--- config.mk ---
export PLATFORM = sky130hd
export DESIGN_NAME = pq_cmd_scheduler
export DESIGN_NICKNAME = d
export VERILOG_FILES = /design/src/rtl/pq_cmd_scheduler.sv
export SDC_FILE = /design/constraint.sdc
export NUM_CORES = 1
export LEC_CHECK = 0
export BUFFER_PORTS_ARGS = -buffer_cell sky130_fd_sc_hd__buf_2
export CAP_MARGIN = 40
export CORE_MARGIN = 1.5
export CORE_UTILIZATION = 60
export CTS_BUF_LIST = sky130_fd_sc_hd__clkbuf_8
export DETAILED_ROUTE_END_ITERATION = 10
export PLACE_DENSITY = 0.91
export SLEW_MARGIN = 20
export SYNTH_ARGS = -nofsm -noshare
export SYNTH_HDL_FRONTEND = slang
export SYNTH_SLANG_ARGS = --single-unit
--- constraint.sdc ---
create_clock -name CLK -period 5 [get_ports CLK]
set_input_delay 0.75 -clock CLK [delete_from_list [all_inputs] [get_ports CLK]]
set_output_delay 0.75 -clock CLK [all_outputs]
set_load 0.05 [all_outputs]
--- src/rtl/pq_cmd_scheduler.sv ---
// Command front-end for the bram_tree priority queue: buffers ENQUEUE/DEQUEUE/REPLACE/PEEK,
// spaces queue strobes by ISSUE_GAP, one response per command. Define PQ_SCHED_STATS_EN for counters.
module pq_cmd_scheduler #(
  parameter int DATA_WIDTH = 16,
  parameter int CMD_DEPTH  = 4,
  parameter int ISSUE_GAP  = 5
) (
  input  logic                  CLK,
  input  logic                  RSTn,
  input  logic                  s_valid,
  output logic                  s_ready,
  input  logic [1:0]            s_op,
  input  logic [DATA_WIDTH-1:0] s_data,
  output logic                  q_wrt,
  output logic                  q_read,
  output logic [DATA_WIDTH-1:0] q_data,
  input  logic                  q_full,
  input  logic                  q_empty,
  input  logic [DATA_WIDTH-1:0] q_root,
  output logic                  r_valid,
  input  logic                  r_ready,
  output logic [DATA_WIDTH-1:0] r_data,
  output logic                  r_err
`ifdef PQ_SCHED_STATS_EN
  ,
  output logic [15:0]           o_issued_cnt,
  output logic [15:0]           o_reject_cnt
`endif
);
  localparam int AW = $clog2(CMD_DEPTH);
  localparam int CW = $clog2(ISSUE_GAP + 1);
  localparam logic [AW:0]   DEPTH_CNT = (AW+1)'(CMD_DEPTH);
  localparam logic [CW-1:0] GAP_LOAD  = CW'(ISSUE_GAP);

  typedef enum logic [1:0] {OP_ENQ = 2'd0, OP_DEQ = 2'd1, OP_REP = 2'd2, OP_PEEK = 2'd3} op_e;
  typedef enum logic [1:0] {S_IDLE, S_ISSUE, S_SETTLE, S_RESP} state_e;

  logic [1:0]            op_mem_q   [CMD_DEPTH];
  logic [DATA_WIDTH-1:0] data_mem_q [CMD_DEPTH];
  logic [AW:0]           wr_ptr_q, wr_ptr_d, rd_ptr_q, rd_ptr_d, count_d;
  logic                  s_ready_q, s_ready_d;
  logic                  fifo_empty, push, pop, legal;
  op_e                   head_op;
  logic [DATA_WIDTH-1:0] head_data;

  state_e                state_q, state_d;
  logic [CW-1:0]         gap_q, gap_d;
  logic                  resp_only_q, resp_only_d;
  logic                  q_wrt_q, q_wrt_d, q_read_q, q_read_d;
  logic [DATA_WIDTH-1:0] q_data_q, q_data_d;
  logic                  r_valid_q, r_valid_d, r_err_q, r_err_d;
  logic [DATA_WIDTH-1:0] r_data_q, r_data_d;

  assign fifo_empty = (wr_ptr_q == rd_ptr_q);
  assign push       = s_valid && s_ready_q;
  assign pop        = (state_q == S_IDLE) && !fifo_empty;
  assign head_op    = op_e'(op_mem_q[rd_ptr_q[AW-1:0]]);
  assign head_data  = data_mem_q[rd_ptr_q[AW-1:0]];

  always_comb begin
    wr_ptr_d  = wr_ptr_q + (AW+1)'(push);
    rd_ptr_d  = rd_ptr_q + (AW+1)'(pop);
    count_d   = wr_ptr_d - rd_ptr_d;
    s_ready_d = (count_d != DEPTH_CNT);
  end

  always_ff @(posedge CLK) begin
    if (push) begin
      op_mem_q[wr_ptr_q[AW-1:0]]   <= s_op;
      data_mem_q[wr_ptr_q[AW-1:0]] <= s_data;
    end
  end

  always_comb begin
    legal       = (head_op == OP_ENQ) ? !q_full : !q_empty;
    state_d     = state_q;
    gap_d       = gap_q;
    resp_only_d = resp_only_q;
    q_wrt_d     = 1'b0;
    q_read_d    = 1'b0;
    q_data_d    = '0;
    r_valid_d   = r_valid_q;
    r_data_d    = r_data_q;
    r_err_d     = r_err_q;
    unique case (state_q)
      S_IDLE: begin
        if (pop) begin
          state_d     = S_ISSUE;
          resp_only_d = 1'b1;
          r_err_d     = !legal;
          r_data_d    = '0;
          if (legal) begin
            unique case (head_op)
              OP_ENQ: begin
                q_wrt_d     = 1'b1;
                q_data_d    = head_data;
                resp_only_d = 1'b0;
              end
              OP_DEQ: begin
                q_read_d    = 1'b1;
                r_data_d    = q_root;
                resp_only_d = 1'b0;
              end
              OP_REP: begin
                q_wrt_d     = 1'b1;
                q_read_d    = 1'b1;
                q_data_d    = head_data;
                r_data_d    = q_root;
                resp_only_d = 1'b0;
              end
              default: r_data_d = q_root;
            endcase
          end
        end
      end
      // PEEK and rejected commands use the ISSUE slot strobe-free so their response lands one edge later.
      S_ISSUE: begin
        if (resp_only_q) begin
          state_d   = S_RESP;
          r_valid_d = 1'b1;
        end else begin
          state_d = S_SETTLE;
          gap_d   = GAP_LOAD;
        end
      end
      S_SETTLE: begin
        gap_d = gap_q - CW'(1);
        if (gap_q <= CW'(1)) begin
          state_d   = S_RESP;
          r_valid_d = 1'b1;
        end
      end
      default: begin
        if (r_ready) begin
          state_d   = S_IDLE;
          r_valid_d = 1'b0;
        end
      end
    endcase
  end

`ifdef PQ_SCHED_STATS_EN
  logic [15:0] issued_q, issued_d, reject_q, reject_d;
  always_comb begin
    issued_d = issued_q;
    reject_d = reject_q;
    if ((q_wrt_d || q_read_d) && issued_q != 16'hFFFF) issued_d = issued_q + 16'd1;
    if (pop && !legal && reject_q != 16'hFFFF)         reject_d = reject_q + 16'd1;
  end
  always_ff @(posedge CLK or negedge RSTn) begin
    if (!RSTn) begin
      issued_q <= '0;
      reject_q <= '0;
    end else begin
      issued_q <= issued_d;
      reject_q <= reject_d;
    end
  end
  assign o_issued_cnt = issued_q;
  assign o_reject_cnt = reject_q;
`endif

  always_ff @(posedge CLK or negedge RSTn) begin
    if (!RSTn) begin
      wr_ptr_q    <= '0;
      rd_ptr_q    <= '0;
      s_ready_q   <= 1'b0;
      state_q     <= S_IDLE;
      gap_q       <= '0;
      resp_only_q <= 1'b0;
      q_wrt_q     <= 1'b0;
      q_read_q    <= 1'b0;
      q_data_q    <= '0;
      r_valid_q   <= 1'b0;
      r_data_q    <= '0;
      r_err_q     <= 1'b0;
    end else begin
      wr_ptr_q    <= wr_ptr_d;
      rd_ptr_q    <= rd_ptr_d;
      s_ready_q   <= s_ready_d;
      state_q     <= state_d;
      gap_q       <= gap_d;
      resp_only_q <= resp_only_d;
      q_wrt_q     <= q_wrt_d;
      q_read_q    <= q_read_d;
      q_data_q    <= q_data_d;
      r_valid_q   <= r_valid_d;
      r_data_q    <= r_data_d;
      r_err_q     <= r_err_d;
    end
  end

  assign s_ready = s_ready_q;
  assign q_wrt   = q_wrt_q;
  assign q_read  = q_read_q;
  assign q_data  = q_data_q;
  assign r_valid = r_valid_q;
  assign r_data  = r_data_q;
  assign r_err   = r_err_q;
endmodule

Word level (Yosys, flattened, before mapping)
Memory sizes are Yosys's and may differ from the RTL's. Cells that the tools add are included.

$add $sub $neg: 4. $lt $le $gt $ge: 1. Eq/ne operators: 10. Multiplexer cells: 30. Bitwise operators: 1. Reduce and logical (&&, ||, !) cells: 18.

Operator list (number): 2-to-1 mux 16 bit (6); 2-to-1 mux 1 bit (17); != test 2 bit, second input constant (4); adder 3 x 1 -> 3 bit (2); 2-to-1 mux 2 bit (3); case mux 2 bit (3 select lines) (1); case mux 3 bit (2 select lines) (1); equality test 2 x 1 -> 1 bit, second input constant (2); equality test 2 bit, second input constant (2); zero test 1 bit (4); zero test 2 bit (2); AND reduction 2 bit (2); AND reduction 4 bit (1); nonzero test 4 bit (1); OR reduction 2 bit (2); equality test 3 bit (1); <= comparator 3 x 1 -> 1 bit, second input constant (1); 2-to-1 mux 3 bit (1); != test 3 bit, second input constant (1); case mux 1 bit (3 select lines) (1); AND reduction 3 bit (1); nonzero test 3 bit (1); OR reduction 3 bit (1); subtractor 3 x 1 -> 3 bit, second input constant (1); 4 further kinds (5).

Register bits: 49. Bits in writable memories: 72. Input bits: 40. Word-level logic and storage cells: 78. Memories kept: 2.

Memory list: data_mem_q (words 4, width 16, read ports 1, clocked after memory_dff 0, write ports 1, line 39) `logic [DATA_WIDTH-1:0] data_mem_q [CMD_DEPTH];`; op_mem_q (words 4, width 2, read ports 1, clocked after memory_dff 0, write ports 1, line 38) `logic [1:0] op_mem_q [CMD_DEPTH];`.

Logic depth before layout (Yosys ltp)
Gate-level depths: netlist of the first run. An unclocked memory read counts as a cell.

Depth in word-level cells: 7. Mapped depth: 12. Depth with buffers taken out: 11.

Worst setup path before layout of the first run
Ideal clock, no wire load.

Kind: input to register. Start: input port s_valid. End: memory data_mem_q[2][0] (enable). Library setup time: 420 ps. Arrival: 2275 ps. Required time: 4580 ps. Setup slack: 2305 ps. Stages on the path: 2. Buffers on the path: 0. Path through: nand2_1 > nor3b_1.

Word-level cells in the longest chain between the ends: 3.

Ends and longest elaborated chain: start, declared (line 10) `input logic s_valid,`; logical AND 1 bit (line 55) `assign push = s_valid && s_ready_q;`; 2-to-1 mux 1 bit (line 68) `if (push) begin`; 2-to-1 mux 1 bit (implied by the code) (line 70) `data_mem_q[wr_ptr_q[AW-1:0]] <= s_data;`; end, declared (line 39).

Every way passes these cells.

Final worst setup path of the first run
Start: register rd_ptr_q[0]. End: register s_ready_q, in the netlist s_ready.

Word-level cells in the longest chain between the ends: 6.

Ends and longest elaborated chain: start, declared (line 40) `logic [AW:0] wr_ptr_q, wr_ptr_d, rd_ptr_q, rd_ptr_d, count_d;`; start signal, assigned (line 179) `rd_ptr_q <= rd_ptr_d;`; equality test 3 bit (line 54) `assign fifo_empty = (wr_ptr_q == rd_ptr_q);`; zero test 1 bit (line 56) `assign pop = (state_q == S_IDLE) && !fifo_empty;`; logical AND 1 bit (line 56); adder 3 x 1 -> 3 bit * (line 62) `rd_ptr_d = rd_ptr_q + (AW+1)'(pop);`; via rd_ptr_d[1] (line 40); subtractor 3 bit * (line 63) `count_d = wr_ptr_d - rd_ptr_d;`; != test 3 bit * (line 64) `s_ready_d = (count_d != DEPTH_CNT);`; via s_ready_d (line 41) `logic s_ready_q, s_ready_d;`; end signal, assigned (line 180) `s_ready_q <= s_ready_d;`; end, declared (line 41).

Mark *: on every way through the listed nets, which the timed path passes. The rest lies on a longest branch. A chain may end at the register's enable or synchronous reset.

==> metrics, run 1 <==
status=complete, no violations; post-CTS setup buffers=0; critical path class=flop to flop; Req. time, crit path=5300 ps; Starting DRT DRC Count=177; share of post-route cells with drive strength above 1=38.04%; vias in the first global route=2748; syn_area_per_cell=18.18 µm²; layout net count=409; PortBufs=76; Antenna diodes=0; die area=0.008450 mm²; ys flop type=edfxtp_1; worst relative slew slack=61.22%; Critical R2R Capture=s_ready$_DFF_PN0_; Setup Skew=16.61 ps; pin count of the biggest net entering global routing=35; origin of the critical flop-to-flop path=rd_ptr_q[0]$_DFF_PN0_; Finished Layout Cells=470; multi-input logic area=0.001259 mm²; EDFF count, synth=72; Initial Utilization=61.72%; fin. max-slew vios=0; register bit count reported by yosys=121; cts repair resizes=0; register area share after synthesis=71.41%; yosys warns=0; CP endpoint kind=flop; Detail Placement HPWL=5628 µm; Mapped Area=0.004745 mm²; Cells after DPL=438; Clk pin slew, worst setup/hold paths=70 ps; Synth cell types=41; Chip Height=91.93 µm; P per Cell Area=678.3 mW/mm²; H-tree level count=4; syn nets=315; hold_buf cts=0; worst skew pair latency=430 ps; Hold Path Class=input port to asynchronous set/reset pin; Slew @ Worst Pin=581.7 ps; Max Buffers Root-to-Sink=2; RSZ-0062 raised after global routing=no; gr usage total=23.50%; via count=2655; R2R setup slack=2150 ps; Gate Count Post-Synth=261; FF/Latch Area=0.003388 mm²; CTS sink cnt=121; vias per inst=5.649; I/O Pins=77; routability cong.=0.7154; initial antenna violation count=0; clock root buffer=clkbuf_8; Final ANT Viol Nets=0; peak supply drop=0.0003371 V; detailed-route wire length per cell=19.04 µm; CTS tree=built; final wirelength=8948 µm; async set-or-reset flop fraction in the synthesized netlist=40.50%; setup violators final=0; Worst R2R Path Depth=12; Lkg Pwr=0.002417 µW; first-pass GRT wire length=14100 µm; Tcrit/Tclk final=57.01%; max-cap viol count=0; Final TNS setup=0 ps; minimum clock period=2851 ps; area delta synth->final=20.33%; DRT Pass-1 Iters=5; CTS Buf Count=17; WP data arrival=3150 ps; Critical Path Start Type=flop; Fillers=466; Core ar.=0.007687 mm²; highest clock rate=350.8 MHz; # rows=32; Die W=91.93 µm; DRC viols=0; remaining global-route overflow=0; Hold Vio Cnt, Final=0; largest fanout on the critical path=34
[worst max-delay path by stage]
stage	from	end	cells after the start	slack (ps)
2_1_floorplan	s_valid	data_mem_q[2][0]$_DFFE_PP_	2	2300
3_3_place_gp	rd_ptr_q[1]$_DFF_PN0_	s_ready$_DFF_PN0_	11	1830
3_5_place_dp	rd_ptr_q[0]$_DFF_PN0_	s_ready$_DFF_PN0_	12	2160
4_1_cts	rd_ptr_q[0]$_DFF_PN0_	s_ready$_DFF_PN0_	12	2140
5_1_grt	rd_ptr_q[0]$_DFF_PN0_	s_ready$_DFF_PN0_	12	1980
6_report	rd_ptr_q[0]$_DFF_PN0_	s_ready$_DFF_PN0_	12	2150
[report_power, final]
part	internal (µW)	switching (µW)
logic	574	947
registers	1330	139
clock network	523	354
total	2430	1440
[kinds of logic after synthesis]
kind of cell | Yosys count | synth area share, %
compound gates | 34 | 5.986
xor+xnor | 6 | 1.714
fa+ha+maj | 14 | 3.692
buf+inv | 23 | 2.373
flops | 121 | 71.41
mux | 22 | 9.441
simple gates | 41 | 5.380
[stage by stage]
stage / util (%) / total power (µW) / instance area, µm² / setup slack, ps / hold slack, ps
after global routing: 74.27 / 4069 / 5709 / 1977 / 286.8
after CTS: 74.27 / 3907 / 5709 / 2143 / 268.4
final: 74.27 / 3872 / 5709 / 2149 / 278.3
after floorplan: - / 2627 / 4745 / 2305 / 454.4
after detailed placement: 68.93 / 2998 / 5299 / 2164 / 486.8
after global placement: 68.28 / 2907 / 5249 / 1831 / 480.2
[cells in the final DEF, fill, tap and decap left out, types with 14 or more instances in the layout]
master / instances
ha_1: 14
nor3b_1: 16
dfrtp_1: 49
inv_1: 16
a22o_1: 16
clkbuf_8: 20
edfxtp_1: 72
mux4_2: 18
buf_2: 76
[state kept, by name, summed over array words and instances, names as in the netlist, 2 cells and up]
signal,flops
data_mem_q,64
gap_q,3
op_mem_q,8
q_data,16
r_data,16
rd_ptr_q,3
state_q,2
wr_ptr_q,3
[final cells by class]
cell class / count / area share [%]
Timing Repair Buffer: 85 / 8.328
Inverter: 13 / 0.8547
Tap cell: 102 / 2.235
Sequential cell: 121 / 59.35
Multi-Input combinational cell: 117 / 22.05
Clock inverter: 12 / 2.367
Clock buffer: 20 / 4.821
[critical path: stages (launching register included)]
cell and delay (ps):
dfrtp_1 320, buf_4 370, xor2_2 200, o31ai_4 190, buf_4 380, inv_2 110, ha_1 200, ha_1 300
inv_1 50, ha_1 170, nand2b_1 140, xnor3_1 200, nand3_1 70
[cell usage after synthesis (2+ instances only)]
cell type  count  share of area (%)
edfxtp_1      72                 46
buf_2          3               0.32
ha_1          14                3.7
mux4_2        18                8.5
mux2i_1        2               0.42
buf_4          2               0.32
nor3_1         2               0.21
a22o_1        16                3.0
o21ai_0        6               0.63
dfrtp_1       49                 26
nor2_1         5               0.40
nor3b_1       18                2.8
xor2_1         3               0.55
clkbuf_1       3               0.24
nand3_1        2               0.21
and3_1         2               0.26
inv_1         12               0.95
nand2_1        5               0.40
or4_1          2               0.32
buf_6          2               0.47
nand2b_1       2               0.26
xor2_2         2               0.69
[routing by layer]
| layer | part of all wire, % | up-vias | track usage (%) | wire, µm |
|---|---|---|---|---|
| met2 | 53 | 110 | 40.06 | 4751 |
| met1 | 40 | 1333 | 27.59 | 3576 |
| li1 | - | 1199 | - | - |
| met4 | 1.9 | 0 | 10.64 | 168 |
| met3 | 5.1 | 13 | 6.965 | 452 |
| met5 | 0 | - | 0 | 0 |
Power figures use the tool's default switching activity.
==> run 2: changes to the inputs <==
--- a/config.mk
+++ b/config.mk
@@ -8,10 +8,10 @@
 export BUFFER_PORTS_ARGS = -buffer_cell sky130_fd_sc_hd__buf_2
 export CAP_MARGIN = 40
 export CORE_MARGIN = 1.5
-export CORE_UTILIZATION = 60
+export CORE_UTILIZATION = 52
 export CTS_BUF_LIST = sky130_fd_sc_hd__clkbuf_8
 export DETAILED_ROUTE_END_ITERATION = 10
-export PLACE_DENSITY = 0.91
+export PLACE_DENSITY = 0.84
 export SLEW_MARGIN = 20
 export SYNTH_ARGS = -nofsm -noshare
 export SYNTH_HDL_FRONTEND = slang
==> constraint.sdc (replaced) <==
create_clock -name CLK -period 2.39 [get_ports CLK]
set_input_delay 0.3585 -clock CLK [delete_from_list [all_inputs] [get_ports CLK]]
set_output_delay 0.3585 -clock CLK [all_outputs]
set_load 0.05 [all_outputs]
==> run 2 against run 1 <==
Against the previous run: routed wire length shrank 5.9%; die area increased by 15%; sequential share of layout area is 0.82 points lower; sequential power grew 110%; global-route usage shrank 4.5 points; cell count grew 2.8%; clock skew is 5.9 ps lower; clock power rose by 110%; power increased by 110%.
==> metrics, run 2 (synthesized netlist as in run 1, its figures left out) <==
status=complete, no violations; Critical Path Start Type=flop; Req. time, crit path=2710 ps; Largest register FFs=64; Worst setup startpoint=wr_ptr_q[0]$_DFF_PN0_; Cells after DPL=449; crit-path cells=xor2_2 -> o31ai_4 -> inv_2 -> ha_1 -> ha_1 -> inv_1 -> ha_1 -> nand2b_1 -> xnor3_1 -> nand3_1; Max Buffers Root-to-Sink=2; CTS tree=built; CP Buf/Inv Count=2; Lkg Pwr=0.002445 µW; worst stage delay on the critical path=490 ps; origin of the critical flop-to-flop path=wr_ptr_q[0]$_DFF_PN0_; clock root buffer=clkbuf_8; Die W=98.52 µm; detailed-route wire length per cell=17.43 µm; Core ar.=0.008763 mm²; share of post-route cells with drive strength above 1=40.00%; initial antenna violation count=0; Finished Layout Cells=483; H-tree level count=4; post-CTS setup buffers=0; Initial Utilization=54.14%; minimum clock period=2253 ps; highest clock rate=443.8 MHz; area delta synth->final=22.02%; CTS Buf Count=17; RSZ-0062 raised after global routing=no; Antenna diodes=0; largest fanout on the critical path=6; layout net count=416; Hold Path Class=input port to flop; PortBufs=76; Hold Vio Cnt, Final=0; Setup WS post-layout=136.5 ps; max-cap viol count=0; Crit path max-delay family=adder cells; CP endpoint kind=flop; DRT Pass-1 Iters=5; final wirelength=8421 µm; worst relative slew slack=61.43%; P per Cell Area=1408 mW/mm²; Clk pin slew, worst setup/hold paths=70 ps; vias per inst=5.491; I/O Pins=77; # rows=34; Final TNS setup=0 ps; most frequent cells in the layout=buf_2, edfxtp_1, dfrtp_1, mux4_2, clkbuf_8; CTS sink cnt=121; commonest non-fill, non-tap cell in the layout=buf_2; WP data arrival=2570 ps; routability cong.=0.7601; peak supply drop=0.0006158 V; fin. max-slew vios=0; Chip Height=98.52 µm; vias in the first global route=2734; Final ANT Viol Nets=0; setup violators final=0; remaining global-route overflow=0; DRC viols=0; CP dominant cell by count=ha_1; Critical-path top delay cell=dfrtp_1; Starting DRT DRC Count=125; gr usage total=19.04%; Detail Placement HPWL=5561 µm; Tcrit/Tclk final=94.29%; first-pass GRT wire length=13610 µm; pin count of the biggest net entering global routing=39; critical path class=flop to flop; pre-CTS setup slack=87.59 ps; Setup Skew=10.67 ps; hold path start=s_data[2]; Slew @ Worst Pin=575.4 ps; die area=0.009706 mm²; worst skew pair latency=430 ps; via count=2652
==> run 2: path summary, 6_finish.rpt <==
check | endpoint | slack (ps) | depth (start not counted)
max | s_ready$_DFF_PN0_ | 140 | 10
min | data_mem_q[2][2]$_DFFE_PP_ | 140 | 1
max reg2reg | s_ready$_DFF_PN0_ | 140 | 10
min reg2reg | gap_q[0]$_DFFE_PN0P_ | 490 | 1
max in group asynchronous | q_wrt$_DFF_PN0_ | 1420 | 3
min in group asynchronous | gap_q[1]$_DFFE_PN0P_ | 430 | 2
==> run 2: power breakdown <==
part / switching [µW] / internal [µW]
clock: 814 / 1060
combinational: 1990 / 1240
sequential: 255 / 2790
total: 3060 / 5100
==> run 2: what timing repair did <==
item,4_1_cts,5_1_grt
hold endpoints to repair,0,17
hold buffers,0,1
endpoints found under the setup margin,0,16
gates resized for setup,0,1
==> run 2: area by class of cell <==
| class | instances | area, µm² |
|---|---|---|
| clock buffer | 18 | 247.7 |
| clock inverter | 14 | 170.2 |
| fill | 597 | 2974 |
| inverter | 13 | 48.80 |
| multi-input combinational | 117 | 1264 |
| sequential | 121 | 3388 |
| tap | 108 | 135.1 |
| timing repair buffer | 92 | 535.5 |
==> run 2: per-stage QoR <==
stage          hold WS (ps)  utilization, %  total power [µW]  instance area [µm²]
3_5_place_dp          482.2           60.85              6329                 5333
2_1_floorplan         62.91               -              5503                 4748
4_1_cts               47.88           65.62              8219                 5751
5_1_grt               111.6           66.06              8596                 5789
3_3_place_gp          478.8           60.85              6206                 5333
6_report              135.3           66.06              8151                 5789
==> run 2: per-layer routing <==
layer	global-route usage (%)	part of all wire (%)	routed length, µm	vias to the layer above
li1	-	-	-	1219
met1	23.49	41	3419	1330
met2	30.82	52	4376	87
met3	6.454	5.5	459	16
met4	8.451	2.0	165	0
met5	0	0	0	-
